## config.mk

```make
export PLATFORM = sky130hd
export DESIGN_NAME = matmul_seq_flat
export DESIGN_NICKNAME = d
export VERILOG_FILES = /design/src/rtl/matmul_pkg.sv /design/src/rtl/matmul_seq_if.sv /design/src/rtl/matmul_seq_row_mult.sv /design/src/rtl/matmul_seq.sv /design/src/flat_wrapper.sv
export SDC_FILE = /design/constraint.sdc
export NUM_CORES = 1
export LEC_CHECK = 0
export CORE_ASPECT_RATIO = 1.25
export CORE_MARGIN = 3
export CORE_UTILIZATION = 56
export CTS_CLUSTER_DIAMETER = 50
export DETAILED_ROUTE_END_ITERATION = 10
export MAX_ROUTING_LAYER = met4
export PLACE_DENSITY = 0.88
export SYNTH_ARGS = -nofsm -noshare
export SYNTH_HDL_FRONTEND = slang
export SYNTH_HIERARCHICAL = 1
export SYNTH_SLANG_ARGS = --single-unit
export TNS_END_PERCENT = 1
```

## constraint.sdc

```tcl
create_clock -name clk -period 2.31 [get_ports clk]
set_clock_uncertainty 0.1 [all_clocks]
set_input_delay 0.231 -clock clk [delete_from_list [all_inputs] [get_ports clk]]
set_output_delay 0.231 -clock clk [all_outputs]
set_load 0.01 [all_outputs]
```

## src/rtl/matmul_pkg.sv

```systemverilog
// Shared types and helpers for the matrix-multiply sequencer.
// Default geometry lives here so the interface and modules agree on widths.
package matmul_pkg;

   localparam int DEF_BITS = 8;
   localparam int DEF_N    = 8;
   localparam int IDX_W    = $clog2(DEF_N);
   localparam int ROW_W    = DEF_N * DEF_BITS;

   typedef enum logic [2:0] {
      IDLE,
      CLEAR,
      FETCH,
      MULT,
      WRITE,
      CHECK,
      DONE
   } seq_state_t;

   // Each lane keeps only the low bits of its product; no saturation.
   function automatic logic [ROW_W-1:0] row_mult(input logic [DEF_BITS-1:0] elem,
                                                 input logic [ROW_W-1:0]    row);
      logic [ROW_W-1:0] res;
      res = '0;
      for (int j = 0; j < DEF_N; j++) begin
         res[j*DEF_BITS +: DEF_BITS] = elem * row[j*DEF_BITS +: DEF_BITS];
      end
      return res;
   endfunction

endpackage

```

## src/rtl/matmul_seq_if.sv

```systemverilog
// Bundle of the sequencer's control, source-memory and accumulator signals.
// The sequencer uses the slave view; the surrounding system uses master.
interface matmul_seq_if #(
   parameter int BITS = matmul_pkg::DEF_BITS,
   parameter int N    = matmul_pkg::DEF_N
);

   localparam int AW = $clog2(N);

   logic              start;
   logic              busy;
   logic              done;
   logic              err;
   logic [2*AW-1:0]   a_addr;
   logic [AW-1:0]     b_addr;
   logic [BITS-1:0]   a_elem;
   logic [N*BITS-1:0] b_row;
   logic              out_rst_n;
   logic [9:0]        out_addr;
   logic [N*BITS-1:0] out_row;
   logic              out_wr_en;
   logic              out_stored;

   modport slave (
      input  start, a_elem, b_row, out_stored,
      output busy, done, err, a_addr, b_addr, out_rst_n, out_addr, out_row, out_wr_en
   );

   modport master (
      output start, a_elem, b_row, out_stored,
      input  busy, done, err, a_addr, b_addr, out_rst_n, out_addr, out_row, out_wr_en
   );

endinterface

```

## src/rtl/matmul_seq_row_mult.sv

```systemverilog
// Combinational N-lane scalar-times-row multiplier, each lane truncated to BITS.
module matmul_row_mult
   import matmul_pkg::*;
#(
   parameter int BITS = DEF_BITS,
   parameter int N    = DEF_N
) (
   input  logic [BITS-1:0]   elem,
   input  logic [N*BITS-1:0] row,
   output logic [N*BITS-1:0] prod
);

   // The default geometry reuses the shared helper; other sizes get explicit lanes.
   if (BITS == DEF_BITS && N == DEF_N) begin : g_default
      assign prod = row_mult(elem, row);
   end else begin : g_generic
      for (genvar j = 0; j < N; j++) begin : g_lane
         assign prod[j*BITS +: BITS] = elem * row[j*BITS +: BITS];
      end
   end

endmodule

```

## src/rtl/matmul_seq.sv

```systemverilog
// Sequencer for one C = A x B pass: walks (i,k) with k innermost, fetches A[i][k]
// and row B[k], and issues one accumulate write of the partial-product row per pair.
module matmul_seq
   import matmul_pkg::*;
#(
   parameter int BITS     = DEF_BITS,
   parameter int N        = DEF_N,
   parameter int OUT_BASE = 0
) (
   input  logic         clk,
   input  logic         rst,
   matmul_seq_if.slave  bus
);

   localparam int            AW   = $clog2(N);
   localparam int            RW   = N * BITS;
   localparam logic [AW-1:0] LAST = AW'(N - 1);

   seq_state_t    state;
   logic [AW-1:0] i_idx;
   logic [AW-1:0] k_idx;
   logic [AW-1:0] i_next;
   logic [AW-1:0] k_next;
   logic          stored_q;
   logic [RW-1:0] prod_row;

   matmul_row_mult #(
      .BITS (BITS),
      .N    (N)
   ) u_row_mult (
      .elem (bus.a_elem),
      .row  (bus.b_row),
      .prod (prod_row)
   );

   // k wraps naturally in AW bits because N is a power of two.
   assign k_next = k_idx + 1'b1;
   assign i_next = (k_idx == LAST) ? i_idx + 1'b1 : i_idx;

   // Addresses are presented on entry to FETCH so the source data lands in MULT.
   always_ff @(posedge clk or negedge rst) begin
      if (!rst) begin
         state         <= IDLE;
         i_idx         <= '0;
         k_idx         <= '0;
         stored_q      <= 1'b0;
         bus.busy      <= 1'b0;
         bus.done      <= 1'b0;
         bus.err       <= 1'b0;
         bus.out_wr_en <= 1'b0;
         bus.out_rst_n <= 1'b1;
         bus.out_row   <= '0;
         bus.out_addr  <= 10'(OUT_BASE);
         bus.a_addr    <= '0;
         bus.b_addr    <= '0;
      end else begin
         bus.done      <= 1'b0;
         bus.out_wr_en <= 1'b0;
         bus.out_rst_n <= 1'b1;
         case (state)
            IDLE: begin
               if (bus.start) begin
                  state         <= CLEAR;
                  bus.err       <= 1'b0;
                  bus.busy      <= 1'b1;
                  bus.out_rst_n <= 1'b0;
                  i_idx         <= '0;
                  k_idx         <= '0;
               end
            end
            CLEAR: begin
               state      <= FETCH;
               bus.a_addr <= {i_idx, k_idx};
               bus.b_addr <= k_idx;
            end
            FETCH: begin
               state <= MULT;
            end
            MULT: begin
               state         <= WRITE;
               bus.out_row   <= prod_row;
               bus.out_addr  <= 10'(OUT_BASE + int'(i_idx) * N);
               bus.out_wr_en <= 1'b1;
            end
            WRITE: begin
               state    <= CHECK;
               stored_q <= bus.out_stored;
            end
            CHECK: begin
               if (!stored_q) begin
                  state    <= DONE;
                  bus.err  <= 1'b1;
                  bus.done <= 1'b1;
                  bus.busy <= 1'b0;
               end else if (i_idx == LAST && k_idx == LAST) begin
                  state    <= DONE;
                  bus.done <= 1'b1;
                  bus.busy <= 1'b0;
               end else begin
                  state      <= FETCH;
                  k_idx      <= k_next;
                  i_idx      <= i_next;
                  bus.a_addr <= {i_next, k_next};
                  bus.b_addr <= k_next;
               end
            end
            DONE: begin
               state <= IDLE;
            end
            default: begin
               state <= IDLE;
            end
         endcase
      end
   end

endmodule
```

## src/flat_wrapper.sv

```systemverilog
// flat-port wrapper written by rule: the top's interface ports become plain ports
module matmul_seq_flat import matmul_pkg::*;
#(
   parameter int BITS     = DEF_BITS,
   parameter int N        = DEF_N,
   parameter int OUT_BASE = 0
)
  (clk, rst, bus_start, bus_a_elem, bus_b_row, bus_out_stored, bus_busy, bus_done, bus_err, bus_a_addr, bus_b_addr, bus_out_rst_n, bus_out_addr, bus_out_row, bus_out_wr_en);
  matmul_seq_if #(.BITS(BITS), .N(N)) bus_i ();
  input  logic clk;
  input  logic rst;
  input wire logic [$bits(bus_i.start)-1:0] bus_start;
  input wire logic [$bits(bus_i.a_elem)-1:0] bus_a_elem;
  input wire logic [$bits(bus_i.b_row)-1:0] bus_b_row;
  input wire logic [$bits(bus_i.out_stored)-1:0] bus_out_stored;
  output wire logic [$bits(bus_i.busy)-1:0] bus_busy;
  output wire logic [$bits(bus_i.done)-1:0] bus_done;
  output wire logic [$bits(bus_i.err)-1:0] bus_err;
  output wire logic [$bits(bus_i.a_addr)-1:0] bus_a_addr;
  output wire logic [$bits(bus_i.b_addr)-1:0] bus_b_addr;
  output wire logic [$bits(bus_i.out_rst_n)-1:0] bus_out_rst_n;
  output wire logic [$bits(bus_i.out_addr)-1:0] bus_out_addr;
  output wire logic [$bits(bus_i.out_row)-1:0] bus_out_row;
  output wire logic [$bits(bus_i.out_wr_en)-1:0] bus_out_wr_en;
  assign bus_i.start = bus_start;
  assign bus_i.a_elem = bus_a_elem;
  assign bus_i.b_row = bus_b_row;
  assign bus_i.out_stored = bus_out_stored;
  assign bus_busy = bus_i.busy;
  assign bus_done = bus_i.done;
  assign bus_err = bus_i.err;
  assign bus_a_addr = bus_i.a_addr;
  assign bus_b_addr = bus_i.b_addr;
  assign bus_out_rst_n = bus_i.out_rst_n;
  assign bus_out_addr = bus_i.out_addr;
  assign bus_out_row = bus_i.out_row;
  assign bus_out_wr_en = bus_i.out_wr_en;
  matmul_seq #(.BITS(BITS), .N(N), .OUT_BASE(OUT_BASE)) u_core (.clk(clk), .rst(rst), .bus(bus_i));
endmodule
```

==> flow_summary.json, run 1 <==
{
  "cp_slowest_cell": "fa_1",
  "cap_violations": 0,
  "synth_async_sr_flop_share_pct": 100.0,
  "cp_num_buf_inv": 5,
  "ant_nets": 0,
  "seq_area_frac_synth_pct": 20.40,
  "irDropWorstVdd_v": 0.0007236,
  "grt-ovfl-total": 0,
  "crit_chain": "buf_12 > bufbuf_16 > nand2_1 > fa_1 > inv_1 > fa_1 > ha_1 > inv_1 > fa_1 > inv_1 > ha_4 > a21o_1 > a21oi_2 > xnor3_1 > xnor3_1 > mux2_2",
  "period_minus_slack_ns": 3.598,
  "min_path_type": "in -> async",
  "clock-root-buffer": "clkbuf_16",
  "die_y_um": 161.3,
  "cts.sink_count": 88,
  "slowest_delay_ns": 0.48,
  "setup_slack_ns": -1.288,
  "crit_family": "adder cells",
  "core-area_sq_um": 18850,
  "drive_gt1_share_pct": 27.74,
  "vias": 8512,
  "start_util_pct": 57.30,
  "critical_path_required_ns": 2.45,
  "numCtsBuffers": 9,
  "cts_max_level": 3,
  "report.final.setup_viol": 35,
  "leakage_nw": 7.218,
  "grt_pass1_vias": 9450,
  "gp_congestion": 0.9023,
  "syn_to_final_growth_pct": 34.32,
  "path_max_fanout": 10,
  "avgSynthCellArea_sq_um": 9.817,
  "arrival_ns": 3.74,
  "nets": 1659,
  "finish.utilization_pct": 76.96,
  "fin_cells": 1593,
  "vias_per_cell": 5.343,
  "netlist_area_sq_um": 10800,
  "portBuffers": 156,
  "finalCritPeriodShare_pct": 155.7,
  "critPathLaunchType": "input pin",
  "fin_setup_tns_ns": -27.50,
  "status": "finished, violations left",
  "drc_errors": 0,
  "dp_cells": 1551,
  "r2r_end": "u_core/bus.a_addr[1]",
  "crit_type": "in -> reg",
  "r2r_slack_ns": 0.28,
  "grt_max_degree": 35,
  "grt_pass1_wl_um": 45690,
  "cts_tree": "done",
  "die_area_sq_um": 21000,
  "gr-usage-all-layers_pct": 28.63,
  "drtIter0Drc": 405,
  "dieWidth_um": 130.2,
  "dp_hpwl_um": 20650,
  "ys_seq_elements": 88,
  "cts.clk_slew.worst_paths_ns": 0.08,
  "end_kind": "register",
  "wire_per_inst_um": 18.11,
  "antenna_found_initial": 1,
  "fmax_mhz": 278.0,
  "dr.pass1.iters": 5,
  "clock_path_buffers": 2,
  "slew_viol_final": 0,
  "r2r_start": "u_core/i_idx[0]",
  "pwr_density_cell_nw_per_um2": 783.9,
  "clock_latency_ns": 0.36,
  "failed_checks": "negative setup slack",
  "num_rows": 56,
  "r2r_cells": 5,
  "rsz0062_at_grt": "true",
  "io_pins": 164,
  "syn_inst": 1100,
  "synthFlopType": "dfrtp_1",
  "synth_edf_count": 0,
  "final_hold_viol_count": 0,
  "synth_cell_type_count": 42,
  "wl_um": 28850,
  "startpoint": "bus_a_elem[1]",
  "synth_warnings": 6
}
[sequential cells by signal (all words and copies together) (netlist names)]
register	flops
u_core/bus.a_addr	6
u_core/bus.out_row	64
u_core/k_idx	3
u_core/bus.out_addr	3
u_core/stored_q	1
u_core/state	3
u_core/bus.done	1
u_core/bus.busy	1
u_core/bus.err	1
u_core/i_idx	3
u_core/bus.out_rst_n	1
u_core/bus.out_wr_en	1
[cells in the final DEF (no fill, tap or decap), types with 3 or more instances in the layout]
| cell type | synthesis | routed |
|---|---|---|
| dlygate4sd2_1 | 0 | 19 |
| fa_2 | 0 | 23 |
| xnor3_1 | 18 | 18 |
| inv_1 | 192 | 166 |
| and2_4 | 0 | 15 |
| fa_1 | 96 | 73 |
| buf_12 | 0 | 12 |
| ha_4 | 0 | 26 |
| xnor2_1 | 78 | 78 |
| clkdlybuf4s50_1 | 0 | 109 |
| clkdlybuf4s15_1 | 0 | 3 |
| nand2_2 | 0 | 8 |
| nand2_1 | 130 | 121 |
| mux2_2 | 77 | 76 |
| a21o_1 | 16 | 16 |
| a21oi_2 | 1 | 14 |
| xor2_1 | 15 | 14 |
| and2_1 | 163 | 148 |
| buf_4 | 12 | 109 |
| clkbuf_16 | 0 | 10 |
| conb_1 | 1 | 7 |
| buf_6 | 1 | 10 |
| a21oi_1 | 17 | 4 |
| dfrtp_1 | 87 | 87 |
| ha_1 | 133 | 97 |
| bufbuf_16 | 0 | 3 |
| ha_2 | 0 | 10 |
| clkdlybuf4s15_2 | 1 | 12 |
| inv_2 | 0 | 26 |
| nor2_1 | 3 | 3 |
| clkbuf_2 | 1 | 5 |
[per-layer routing]
layer,share of wire [%],GRT usage [%],vias to the layer above
li1,-,-,3898
met1,38,33.10,4228
met2,53,49.91,301
met3,5.1,4.532,85
met4,3.3,10.21,0
met5,0,-,-
[area by class of cell]
| class | instances | area (sq um) |
|---|---|---|
| multi-input cells | 775 | 8163 |
| fillers | 1141 | 4343 |
| repair buffers | 288 | 2826 |
| flip-flops and latches | 88 | 2203 |
| inverters | 192 | 720.7 |
| well taps | 232 | 290.3 |
| clock buffers | 9 | 225.2 |
| clock inverters | 7 | 71.32 |
| diodes | 2 | 5.005 |
[per-stage QoR]
step | hold slack [ns] | power (W) | worst slack (ns) | cell area [sq um]
after floorplan | -0.1646 | 0.006834 | -1.497 | 11210
final | 0.2600 | 0.01137 | -1.288 | 14510
after CTS | 0.2735 | 0.01128 | -1.276 | 14340
after detailed placement | 0.1118 | 0.009560 | -2.089 | 13600
after global placement | 0.1093 | 0.009257 | -1.973 | 13600
after global routing | 0.2936 | 0.01216 | -1.375 | 14500
[where the power goes]
part           internal (W)  switching [W]
logic               0.00414        0.00305
clock network      0.000765       0.000786
registers           0.00222       0.000415
[worst max path at each step]
stage	to	cells after the start
finish	u_core/bus.out_row[39]	16
global route	u_core/bus.out_row[39]	16
CTS	u_core/bus.out_row[31]	14
detailed placement	u_core/bus.out_row[39]	15
global placement	u_core/bus.out_row[39]	15
floorplan	u_core/bus.out_row[39]	16
[cells in the mapped netlist, types with 3 or more instances]
cell type  instances  area (sq um)
nand2_1          130         488.0
buf_4             12         90.09
xnor3_1           18         405.4
ha_1             133          1664
a21oi_1           17         85.08
dfrtp_1           87          2177
inv_1            192         720.7
fa_1              96          1922
nor2_1             3         11.26
clkbuf_1          23         86.33
xor2_1            15         131.4
a21o_1            16         120.1
buf_2             12         60.06
xnor2_1           78         683.2
and2_1           163          1020
mux2_2            77         867.1
[worst register-to-register path, cell delays in order, from the launching register on]
cell	delay [ns]
dfrtp_1	0.44
ha_1	0.23
ha_1	0.20
a21bo_2	0.24
a21oi_2	0.34
mux2_2	0.38
[timing repair]
action | CTS | global route
hold buffers | 1 | 0
gates cloned | 5 | 1
pin swaps | 31 | 25
hold endpoints to repair | 27 | 0
gates resized for setup | 146 | 39
setup endpoints to repair | 40 | 40
setup buffers | 17 | 0
[logic make-up (layout without fill, tap and decap cells)]
kind of cell	count (synthesis)	in the layout	synth area share (%)
buffers and inverters	243	496	9.153
xor gates and xnor gates	111	111	11.30
DFF	88	88	20.40
adders and majority gates	229	229	33.21
AOI/OAI and AO/OA	43	43	2.734
and+or+nand+nor	305	305	14.81
muxes	80	80	8.365
other	1	9	0.03473
No activity file was read; power rests on OpenSTA's default activity.
==> inputs of run 2 (changes only) <==
Settings changed: SETUP_SLACK_MARGIN set to 0.5.
==> run 2 against run 1 <==
The run still ends with negative setup slack left; count of clock-buffer cells in the layout is the same; cell count is essentially flat; combinational power grew 1%; power grew 0.93%; wire length grew 2.1%; die area is the same; critical endpoint unchanged; sequential power is essentially flat; clock power is essentially flat; sequential share of layout area shrank 0.11 points; worst hold slack gained 0.0014 ns; global-route usage grew 0.32 points.
==> flow_summary.json, run 2 (synthesized netlist as in run 1, its figures left out) <==
{
  "gr-usage-all-layers_pct": 28.94,
  "grt_pass1_vias": 9552,
  "top_register": "u_core/bus.out_row",
  "cap_violations": 0,
  "vias_per_cell": 5.368,
  "largest_reg_flops": 64,
  "dieWidth_um": 130.2,
  "dr.pass1.iters": 5,
  "slowest_delay_ns": 0.48,
  "rsz0062_at_grt": "true",
  "pwr_density_cell_nw_per_um2": 784.1,
  "finalPower_w": 0.01148,
  "startpoint": "bus_a_elem[1]",
  "end_kind": "register",
  "drive_gt1_share_pct": 29.36,
  "reg_top3": "u_core/bus.out_row x64, u_core/bus.a_addr x6",
  "num_rows": 56,
  "final_hold_viol_count": 0,
  "die_y_um": 161.3,
  "post_dp_cell_area_sq_um": 13600,
  "cp_slowest_cell": "fa_1",
  "io_pins": 164,
  "drtIter0Drc": 436,
  "crit_chain": "buf_12 > bufbuf_16 > nand2_1 > fa_1 > inv_1 > fa_1 > ha_1 > inv_1 > fa_1 > inv_1 > ha_4 > a21o_1 > a21oi_2 > xnor3_1 > xnor3_1 > mux2_2",
  "clock_path_buffers": 2,
  "syn_to_final_growth_pct": 35.53,
  "r2r_start": "u_core/i_idx[0]",
  "seq_area_sq_um": 2207,
  "core-area_sq_um": 18850,
  "start_util_pct": 57.30,
  "mostFrequentLayoutCells": "inv_1 (162), and2_1 (145), nand2_1 (119), clkdlybuf4s50_1 (109), buf_4 (107)",
  "fin_cells": 1592,
  "portBuffers": 156,
  "critPathLaunchType": "input pin",
  "multi_input_area_sq_um": 8292,
  "critical_path_required_ns": 2.46,
  "setup_slack_ns": -1.258,
  "die_area_sq_um": 21000,
  "drc_errors": 0,
  "cts.clk_slew.worst_paths_ns": 0.08,
  "n_fill_cell": 1113,
  "grt_max_degree": 35,
  "cp_num_buf_inv": 5,
  "status": "finished, violations left",
  "arrival_ns": 3.72,
  "leakage_nw": 7.223,
  "finalInstanceArea_sq_um": 14640,
  "crit_family": "adder cells",
  "clock_latency_ns": 0.36,
  "numCtsBuffers": 9,
  "grt-ovfl-total": 0,
  "antenna_found_initial": 1,
  "cts_tree": "done",
  "nets": 1659,
  "fmax_mhz": 280.3,
  "layout_commonest_cell": "inv_1",
  "clock-root-buffer": "clkbuf_16",
  "min_path_type": "in -> async",
  "slew_viol_final": 0,
  "cts.sink_count": 88,
  "report.final.setup_viol": 35,
  "irDropWorstVdd_v": 0.0007543,
  "dp_cells": 1551,
  "path_max_fanout": 10,
  "vias": 8546,
  "wire_per_inst_um": 18.50,
  "cts_max_level": 3,
  "ant_nets": 0,
  "finalCritPeriodShare_pct": 154.4,
  "wl_um": 29460,
  "dp_hpwl_um": 20650,
  "failed_checks": "negative setup slack",
  "period_minus_slack_ns": 3.568,
  "crit_type": "in -> reg",
  "gp_congestion": 0.9023,
  "grt_pass1_wl_um": 46260
}
==> run 2: cell count changes in the layout (fill, tap and decap cells not counted), sizes merged <==
cell / previous run / this run
clkbuf: 15 / 17
diode: 2 / 1
dlygate4sd2: 19 / 17
==> run 2: metal layers <==
metal  global-route usage (%)  vias to the layer above  part of all wire [%]  wire, um
li1                         -                     3896                     -         -
met1                    33.47                     4262                    37     11020
met2                    50.56                      301                    54     15870
met3                    4.400                       87                   5.4      1577
met4                    10.35                        0                   3.4       993
met5                        -                        -                     0         0
==> run 2: cell type report <==
cell class | count | share of cell area (%)
diodes | 1 | 0.01710
clock buffers | 9 | 1.539
clock inverters | 7 | 0.4873
inverters | 192 | 4.924
multi-input cells | 775 | 56.65
flip-flops and latches | 88 | 15.08
well taps | 232 | 1.983
repair buffers | 288 | 19.32
==> run 2: worst reg2reg max path, delay by kind of cell, from the launching register on <==
family,cells,cell delay [ns]
AO/OA/AOI/OAI,2,0.65
flip-flops,1,0.46
adder cells (fa/ha/maj),2,0.34
multiplexers,1,0.32
==> run 2: per-stage QoR <==
step / utilization (%) / hold WS, ns / TNS, ns / worst slack [ns]
6_report: 77.66 / 0.2613 / -27.43 / -1.258
5_1_grt: 77.66 / 0.2932 / -29.98 / -1.351
4_1_cts: 76.60 / 0.2735 / -27.14 / -1.276
3_5_place_dp: 72.17 / 0.1118 / -59.78 / -2.089
3_3_place_gp: 72.17 / 0.1093 / -57.57 / -1.973
2_1_floorplan: - / -0.1646 / -37.93 / -1.497
==> run 2: repair_timing <==
item,4_1_cts,5_1_grt
hold endpoints to repair,27,0
pin swaps,43,36
setup buffers,17,0
gates cloned,5,1
hold buffers,1,0
resized for setup,168,57
endpoints found under the setup margin,57,69
==> run 2: worst paths after layout <==
path | end | slack [ns] | cells after the start
setup / recovery | u_core/bus.out_row[39] | -1.26 | 16
setup reg to reg | u_core/k_idx[0] | 0.35 | 5
min in group clk | u_core/bus.out_row[48] | 0.33 | 4
hold / removal | u_core/bus.out_row[36] | 0.26 | 2
hold reg to reg | u_core/bus.out_row[13] | 0.40 | 1
max in group asynchronous | u_core/bus.out_row[14] | 1.10 | 3
==> run 2: report_power, final <==
part           total, W  internal [W]  switching (W)
logic           0.00728       0.00418        0.00310
clock network   0.00155      0.000765       0.000789
registers       0.00265       0.00222       0.000429
==> inputs of run 3 (changes only) <==
Settings changed: MAX_ROUTING_LAYER met4 to unset.
==> run 3 against run 2 <==
The flow still finishes with violations (negative setup slack); combinational power about the same; cell count decreased by 0.63%; clock power about the same; worst setup slack got worse by 0.018 ns; global-route usage decreased by 2.1 points; critical path depth decreased by 1; utilization decreased by 0.65 points; first-iteration DRC count decreased by 5.7%; wire length decreased by 2.7%; fmax decreased by 0.50%; non-clock buffer count decreased by 10; critical endpoint unchanged.
==> flow_summary.json, run 3 (synthesized netlist as in run 1, its figures left out) <==
{
  "grt_pass1_vias": 9208,
  "clock_latency_ns": 0.36,
  "largest_reg_flops": 64,
  "end_kind": "register",
  "grt-ovfl-total": 0,
  "arrival_ns": 3.73,
  "start_util_pct": 57.30,
  "crit_path_frequent_cell": "fa_1",
  "rsz0062_at_grt": "true",
  "failed_checks": "negative setup slack",
  "vias": 8415,
  "internal_power_w": 0.007159,
  "grt_pass1_wl_um": 44350,
  "dieWidth_um": 130.2,
  "min_path_type": "in -> async",
  "clock_path_buffers": 2,
  "final_hold_viol_count": 0,
  "pwr_density_cell_nw_per_um2": 789.9,
  "clock-root-buffer": "clkbuf_16",
  "cap_violations": 0,
  "drtIter0Drc": 411,
  "dp_hpwl_um": 20850,
  "cts_tree": "done",
  "io_pins": 164,
  "cp_slowest_cell": "fa_1",
  "fmax_mhz": 278.9,
  "num_rows": 56,
  "die_area_sq_um": 21000,
  "cts.sink_count": 88,
  "fin_cells": 1582,
  "sequentialPowerShare_pct": 23.1,
  "slowest_delay_ns": 0.50,
  "drc_errors": 0,
  "crit_type": "in -> reg",
  "cts.clk_slew.worst_paths_ns": 0.08,
  "ant_nets": 0,
  "clkPwrFrac_pct": 13.5,
  "antenna_found_initial": 2,
  "portBuffers": 156,
  "dpl_worst_slack_ns": -2.118,
  "report.final.setup_viol": 34,
  "crit_chain": "buf_12 > buf_12 > buf_6 > and2_4 > fa_1 > ha_1 > fa_1 > inv_1 > fa_1 > inv_2 > ha_4 > a21oi_2 > xnor3_1 > xnor3_1 > mux2_2",
  "cts_max_level": 3,
  "dr.pass1.iters": 7,
  "layout_commonest_cell": "inv_1",
  "switching_power_w": 0.004306,
  "status": "finished, violations left",
  "wl_um": 28680,
  "switching_share_pct": 37.55,
  "reg_top3": "u_core/bus.out_row x64, u_core/bus.a_addr x6",
  "irDropWorstVdd_v": 0.0006689,
  "post_dp_cell_area_sq_um": 13630,
  "die_y_um": 161.3,
  "vias_per_cell": 5.319,
  "comb_power_share_pct": 63.5,
  "slew_viol_final": 0,
  "finish.utilization_pct": 77.00,
  "nets": 1649,
  "finalCritPeriodShare_pct": 155.2,
  "r2r_slack_ns": 0.36,
  "path_max_fanout": 8,
  "period_minus_slack_ns": 3.586,
  "gp_congestion": 0.9117,
  "gr-usage-all-layers_pct": 26.86,
  "grt_max_degree": 37,
  "leakage_nw": 7.164,
  "core-area_sq_um": 18850,
  "wire_per_inst_um": 18.13,
  "numCtsBuffers": 9,
  "finalInstanceArea_sq_um": 14510,
  "critPathLaunchType": "input pin",
  "r2r_cells": 5,
  "r2r_start": "u_core/i_idx[0]",
  "dp_cells": 1555,
  "setup_slack_ns": -1.276,
  "drive_gt1_share_pct": 29.06,
  "top_register": "u_core/bus.out_row",
  "mostFrequentLayoutCells": "inv_1 (161), and2_1 (146), nand2_1 (117), clkdlybuf4s50_1 (108), buf_4 (97)",
  "r2r_end": "u_core/k_idx[0]",
  "syn_to_final_growth_pct": 34.40,
  "critical_path_required_ns": 2.46
}
[run 3: cell count changes in the layout (fill, tap and decap cells not counted), sizes merged]
cell and change:
bufbuf -3, clkdlybuf4s15 -4, clkinvlp -1, dlygate4sd2 -2, buf -4, clkdlybuf4s50 -1
inv +1, clkbuf +3, dlymetal6s2s +1
[run 3: what timing repair did]
action	4_1_cts	5_1_grt
cloned	4	2
buffers inserted	0	3
hold buffers	1	0
hold endpoints to repair	24	0
endpoints found under the setup margin	57	56
pin swaps	40	34
gates resized for setup	172	67
[run 3: layout make-up]
class	count	area, sq um
flip-flops and latches	88	2206
repair buffers	278	2711
diodes	1	2.502
fillers	1169	4334
clock inverters	7	70.07
multi-input cells	775	8288
inverters	192	720.7
clock buffers	9	225.2
well taps	232	290.3
[run 3: layer usage]
layer	vias up	part of all wire, %	global-route usage [%]
met5	-	0.024	0
met4	2	3.8	11.48
met1	4211	38	31.41
met3	79	4.8	4.598
met2	265	53	47.83
li1	3858	-	-
[run 3: worst max path at each step]
stage | to | cells after the start | slack (ns) | startpoint
floorplan | u_core/bus.out_row[39] | 16 | -1.50 | bus_a_elem[1]
global placement | u_core/bus.out_row[55] | 15 | -1.97 | bus_a_elem[2]
detailed placement | u_core/bus.out_row[15] | 14 | -2.12 | bus_a_elem[2]
CTS | u_core/bus.out_row[23] | 14 | -1.26 | bus_b_row[18]
global route | u_core/bus.out_row[23] | 15 | -1.32 | bus_a_elem[2]
finish | u_core/bus.out_row[39] | 15 | -1.28 | bus_a_elem[3]
[run 3: power by group through the flow]
| stage | clock network [W] | logic [W] | registers (W) |
|---|---|---|---|
| after global routing | 0.00163 | 0.00788 | 0.00273 |
| after detailed placement | 0 | 0.00694 | 0.00266 |
| after global placement | 0 | 0.00664 | 0.00262 |
| final | 0.00154 | 0.00728 | 0.00265 |
| after floorplan | 0 | 0.00400 | 0.00284 |
| after CTS | 0.00156 | 0.00714 | 0.00264 |
[run 3: stage by stage]
step | total power (W) | TNS (ns) | hold slack, ns
5_1_grt | 0.01223 | -28.07 | 0.2773
4_1_cts | 0.01134 | -26.91 | 0.2568
2_1_floorplan | 0.006834 | -37.93 | -0.1646
6_report | 0.01146 | -25.78 | 0.2476
3_5_place_dp | 0.009600 | -60.19 | 0.09139
3_3_place_gp | 0.009260 | -57.28 | 0.09746
[run 3: worst max-delay path, delay by kind of cell]
family	cells	cell delay, ns
AOI/OAI and AO/OA	1	0.12
xor gates and xnor gates	2	0.41
adders and majority gates	5	2.03
buffers and inverters	5	0.50
muxes	1	0.27
and+or+nand+nor	1	0.15
